`src/rtl/sbox_sched.sv`:
```
// rtl/sbox_sched.sv - shares LANES AES sbox lanes between SubBytes and SubWord requesters
// Optional SBOX_SCHED_RR_EN: round-robin tie arbitration instead of key-first priority.

module sbox (
    input  logic [7:0] din,
    output logic [7:0] dout
);
    function automatic logic [7:0] gmul(input logic [7:0] a, input logic [7:0] b);
        logic [7:0] p;
        logic [7:0] x;
        p = 8'h00;
        x = a;
        for (int i = 0; i < 8; i++) begin
            if (b[i]) p = p ^ x;
            x = {x[6:0], 1'b0} ^ (x[7] ? 8'h1b : 8'h00);
        end
        return p;
    endfunction

    logic [7:0] sq;
    logic [7:0] inv;

    // Multiplicative inverse as x^254; x = 0 naturally maps to 0.
    always_comb begin
        sq  = din;
        inv = 8'h01;
        for (int i = 1; i < 8; i++) begin
            sq  = gmul(sq, sq);
            inv = gmul(inv, sq);
        end
        dout = inv ^ {inv[6:0], inv[7]} ^ {inv[5:0], inv[7:6]}
                   ^ {inv[4:0], inv[7:5]} ^ {inv[3:0], inv[7:4]} ^ 8'h63;
    end
endmodule

module sbox_sched #(
    parameter int LANES = 4
) (
    input  logic         clk,
    input  logic         rst,
    input  logic         st_valid,
    output logic         st_ready,
    input  logic [127:0] st_in,
    output logic [127:0] st_out,
    output logic         st_done,
    input  logic         key_valid,
    output logic         key_ready,
    input  logic [31:0]  key_in,
    output logic [31:0]  key_out,
    output logic         key_done,
    output logic         busy
);
    localparam int NCH = 16 / LANES;

    typedef enum logic [1:0] {IDLE, RUN_ST, RUN_KEY, DONE} state_t;

    state_t       state;
    state_t       state_nxt;
    logic [1:0]   cnt;
    logic [127:0] op_reg;
    logic         op_key;
    logic [127:0] st_nxt;
    logic         st_acc;
    logic         key_acc;
    logic         key_wins;
    logic         st_wins;
    logic [7:0]   lane_in  [LANES];
    logic [7:0]   lane_out [LANES];

`ifdef SBOX_SCHED_RR_EN
    logic last_key;
    assign key_wins = !last_key;
    assign st_wins  = last_key;
`else
    assign key_wins = 1'b1;
    assign st_wins  = !key_valid;
`endif

    assign key_ready = !rst && (state == IDLE) && (!st_valid || key_wins);
    assign st_ready  = !rst && (state == IDLE) && (!key_valid || st_wins);
    assign key_acc   = key_valid && key_ready;
    assign st_acc    = st_valid && st_ready;
    assign st_done   = !rst && (state == DONE) && !op_key;
    assign key_done  = !rst && (state == DONE) && op_key;
    assign busy      = (state != IDLE);

    for (genvar g = 0; g < LANES; g++) begin : g_lane
        sbox u_sbox (.din(lane_in[g]), .dout(lane_out[g]));
    end

    always_comb begin
        state_nxt = state;
        case (state)
            IDLE:    if (key_acc) state_nxt = RUN_KEY;
                     else if (st_acc) state_nxt = RUN_ST;
            RUN_ST:  if (cnt == 2'(NCH - 1)) state_nxt = DONE;
            RUN_KEY: state_nxt = DONE;
            DONE:    state_nxt = IDLE;
            default: state_nxt = IDLE;
        endcase
    end

    // Key words sit in the top 32 bits of op_reg so lanes 0..3 read bytes 0..3.
    always_comb begin
        st_nxt = st_out;
        for (int j = 0; j < LANES; j++) begin
            lane_in[j] = 8'h00;
            if (state == RUN_ST) begin
                lane_in[j] = op_reg[127 - 8 * (int'(cnt) * LANES + j) -: 8];
                st_nxt[127 - 8 * (int'(cnt) * LANES + j) -: 8] = lane_out[j];
            end else if (state == RUN_KEY && j < 4) begin
                lane_in[j] = op_reg[127 - 8 * j -: 8];
            end
        end
    end

    always_ff @(posedge clk) begin
        if (rst) begin
            state   <= IDLE;
            cnt     <= 2'd0;
            op_reg  <= '0;
            op_key  <= 1'b0;
            st_out  <= '0;
            key_out <= '0;
`ifdef SBOX_SCHED_RR_EN
            last_key <= 1'b0;
`endif
        end else begin
            state <= state_nxt;
            case (state)
                IDLE: begin
                    if (key_acc) begin
                        op_reg <= {key_in, 96'h0};
                        op_key <= 1'b1;
                        cnt    <= 2'd0;
`ifdef SBOX_SCHED_RR_EN
                        last_key <= 1'b1;
`endif
                    end else if (st_acc) begin
                        op_reg <= st_in;
                        op_key <= 1'b0;
                        cnt    <= 2'd0;
`ifdef SBOX_SCHED_RR_EN
                        last_key <= 1'b0;
`endif
                    end
                end
                RUN_ST: begin
                    st_out <= st_nxt;
                    cnt    <= cnt + 2'd1;
                end
                RUN_KEY: key_out <= {lane_out[0], lane_out[1], lane_out[2], lane_out[3]};
                default: ;
            endcase
        end
    end
endmodule

```
`config.mk`:
```
export PLATFORM = sky130hd
export DESIGN_NAME = sbox_sched
export DESIGN_NICKNAME = d
export VERILOG_FILES = /design/src/rtl/sbox_sched.sv
export SDC_FILE = /design/constraint.sdc
export NUM_CORES = 2
export LEC_CHECK = 0
export BUFFER_PORTS_ARGS = -buffer_cell sky130_fd_sc_hd__buf_2
export CAP_MARGIN = 10
export CORE_MARGIN = 2
export CORE_UTILIZATION = 45
export CTS_BUF_LIST = sky130_fd_sc_hd__clkbuf_16
export DETAILED_ROUTE_END_ITERATION = 10
export SETUP_SLACK_MARGIN = 0.5
export SYNTH_ARGS = -nofsm -noshare
export SYNTH_HDL_FRONTEND = slang
export SYNTH_SLANG_ARGS = --single-unit
```
`constraint.sdc`:
```
create_clock -name clk -period 14.9 [get_ports clk]
set_input_delay 1.49 -clock clk [delete_from_list [all_inputs] [get_ports clk]]
set_output_delay 1.49 -clock clk [all_outputs]
set_load 0.03 [all_outputs]
```
==> impl_metrics.py <==
metrics = {
    "synthesis": {
        "yosys.area.top_type": "xnor2_1",
        "synth_seq_cells": 293,
        "postSynthAreaPerCell_um2": 7.56,
        "synth_area_um2": 64300,
        "yosysWarningCount": 0,
        "synth_fp_nets": 8702,
        "yosysTopAreaCellShare": 0.235,
        "async_flop_share": 0,
        "yosysSeqAreaShare": 0.0912,
        "synth_ff_type": "dfxtp_1",
        "synth_edf_count": 0,
        "synthCells": 8510,
        "ys_types": 120,
        "synth_area_leaders": "xnor2_1 24%, dfxtp_1 9.1%, nor2_1 7.7%",
    },
    "floorplanning": {
        "start_util": 0.454,
        "pin_count": 329,
        "coreArea_um2": 142000,
        "die-area_um2": 146000,
        "fp.dieW_um": 382,
        "die_h_um": 382,
        "rows": 138,
    },
    "finish": {
        "area_growth_pct": 25.6,
        "regArea_um2": 5870,
        "fin_nets": 9559,
        "fill_cells": 13100,
        "drive_gt1_frac": 0.254,
        "fin_cells": 11300,
        "multi_input_area_um2": 60700,
    },
    "worst_setup_path": {
        "r2r_slack_ns": 0.43,
        "cp_max_fo": 10,
        "path_buf_inv": 12,
        "rr_endpoint": "key_out[5]",
        "crit_slowest_cell": "xnor3_2",
        "end_kind": "flop",
        "crit_path_frequent_cell": "xnor2_1",
        "worst-path-stages": 66,
        "cp.arrival_ns": 15.00,
        "worstSetupPathType": "flop to flop",
        "crit_path_start_kind": "flop",
        "r2r_start": "state[1]",
        "crit_family": "XOR/XNOR gates",
        "max_stage_delay_ns": 0.49,
        "r2r_cells": 66,
        "cp-startpoint": "state[1]",
        "critPathRequiredTime_ns": 15.43,
    },
    "global_routing": {
        "grt_antenna_before_repair": 2,
        "grt_pass1_wl_um": 357000,
        "track_usage": 0.300,
        "grt_overflow": 0,
        "grt_max_degree": 82,
        "grt_pass1_vias": 61600,
    },
    "clock_network": {
        "htree_levels": 2,
        "numCtsBuffers": 37,
        "clk_pin_slew_worst_paths_ns": 0.06,
        "cts_buffer_depth": 3,
        "cts-root-buf": "clkbuf_16",
        "cts_tree": "built",
        "cts_hold_buffers": 0,
        "clock_sinks": 293,
        "clk_latency_ns": 0.61,
    },
    "job": {
        "maxCapViolations": 0,
    },
    "placed_design": {
        "dp_hpwl_um": 171000,
        "gp_congestion": 0.946,
        "place_ws_ns": -0.918,
        "dp.cells": 10900,
        "port_buffers": 328,
    },
    "timing": {
        "fin_hold_ws_ns": 0.447,
        "fin_ws_ns": 0.433,
        "rsz0062_at_grt": "yes",
        "clock.fmax_mhz": 69.1,
        "min_period_over_period": 0.971,
        "slew_headroom": 0.214,
        "final_max_slew_viol_count": 0,
        "max_slew.worst_pin.slew_ns": 1.17,
        "hold_viol_final": 0,
        "fin_worst_skew_ns": 0.0489,
        "layout_min_cycle_time_ns": 14.47,
        "setup_violations": 0,
    },
    "status": {
        "outcome": "finished, final reports clean",
    },
    "drt": {
        "drt_first_pass_iters": 7,
        "viasPerCell": 5.73,
        "drc": 0,
        "routed_wirelength_um": 230000,
        "ant_nets": 0,
        "vias": 64700,
        "drtIter0Drc": 5650,
        "drt-wirelength-per-cell_um": 20.3,
    },
    "worst_hold_path": {
        "min_path_cells": 2,
        "hp-start": "st_out[68]",
        "hold_class": "flop to flop",
        "whs_endpoint": "st_out[68]",
    },
}
## stage by stage
step	instance area, um2	TNS, ns	utilization
floorplan	65600	0	-
global placement	73100	-51.17	0.516
detailed placement	73100	-66.69	0.516
CTS	78000	0	0.551
global route	80800	-11.82	0.570
finish	80800	0	0.570
## layer usage
| metal | global-route usage | vias up | share of wire |
|---|---|---|---|
| met5 | 0 | - | 0.000057 |
| met4 | 0.0797 | 2 | 0.027 |
| met3 | 0.0285 | 331 | 0.067 |
| met2 | 0.492 | 2432 | 0.46 |
| met1 | 0.421 | 31100 | 0.44 |
| li1 | - | 30800 | - |
## synth_stat cells (19+ instances only)
cell type and number:
and3_1 38, and2_1 52, nor3b_1 25, ha_1 28, dfxtp_1 293, inv_1 81, xor2_2 36, o221ai_1 23
a22oi_1 155, mux2_2 38, a221oi_1 23, o31ai_1 28, o211ai_1 67, nor4_1 26, a32oi_1 29, o21a_1 24
nor2b_1 75, mux4_2 28, xor2_1 517, a21oi_1 391, o21ai_0 331, clkbuf_1 348, buf_4 32, a211oi_1 90
buf_1 37, xnor2_1 1727, xnor3_1 193, o21ai_1 39, nor2_1 1324, nor3_1 177, xnor2_2 105, a21o_1 25
o32ai_1 19, a22o_1 120, o22ai_1 87, xor3_1 23, nand2b_1 56, a31oi_1 67, nand2_1 804, mux2i_1 232
nand3_1 144, buf_2 127, or3_1 34
## worst max path at each step
stage,endpoint,slack (ns)
2_1_floorplan,key_out[4],0.36
3_3_place_gp,key_out[5],-0.89
3_5_place_dp,key_out[5],-0.92
4_1_cts,key_out[5],0.48
5_1_grt,key_out[7],-0.31
6_report,key_out[5],0.43
## placed cells by master, fill, tap and decap left out, drive strengths merged, types with 26 or more instances in the layout
master and count:
clkbuf 38, buf 1371, and2 55, ha 28
or2 29, dfxtp 293, a211oi 92, mux2 39
inv 98, a22o 120, o22ai 90, or3 34
a32oi 29, nor4 26, xnor2 1850, a31oi 68
a221oi 26, a21oi 395, nor2b 76, nand3 144
xnor3 208, nor3 180, clkinv 26, xor2 558
a22oi 163, mux2i 237, o211ai 67, nor2 1331
o21ai 370, mux4 28, xor3 26, nand2 804
nand2b 56, and3 38, o31ai 30
## tightest hold or removal path, delay by kind of cell (launching register included)
kind / cells / cell delay [ns]
flip-flops: 1 / 0.31
AND/OR/NAND/NOR: 1 / 0.05
AO/OA/AOI/OAI: 1 / 0.05
## final cells by class
class / count / area share
antenna: 1 / 0.0000310
clock buffer: 37 / 0.0115
clock inverter: 29 / 0.00385
inverter: 104 / 0.00503
multi-input combinational: 7555 / 0.751
sequential: 293 / 0.0727
tap: 1890 / 0.0293
timing repair buffer: 1376 / 0.127
## logic make-up after synthesis
kind of cell	count (synthesis)	synth area share
mux	304	0.0539
flops	293	0.0912
simple gates	2855	0.191
buf+inv	662	0.0448
xor+xnor	2642	0.434
compound gates	1724	0.180
fa+ha+maj	30	0.00576
## repair_timing
action                                  CTS  global route
gates resized for setup                 330           274
gates cloned                              4             2
buffers inserted                        179           117
pin swaps                               157           176
endpoints found under the setup margin  160           160
Power is not shown: default switching activity piles up to over one toggle a cycle in this logic, so the estimate is an artifact.
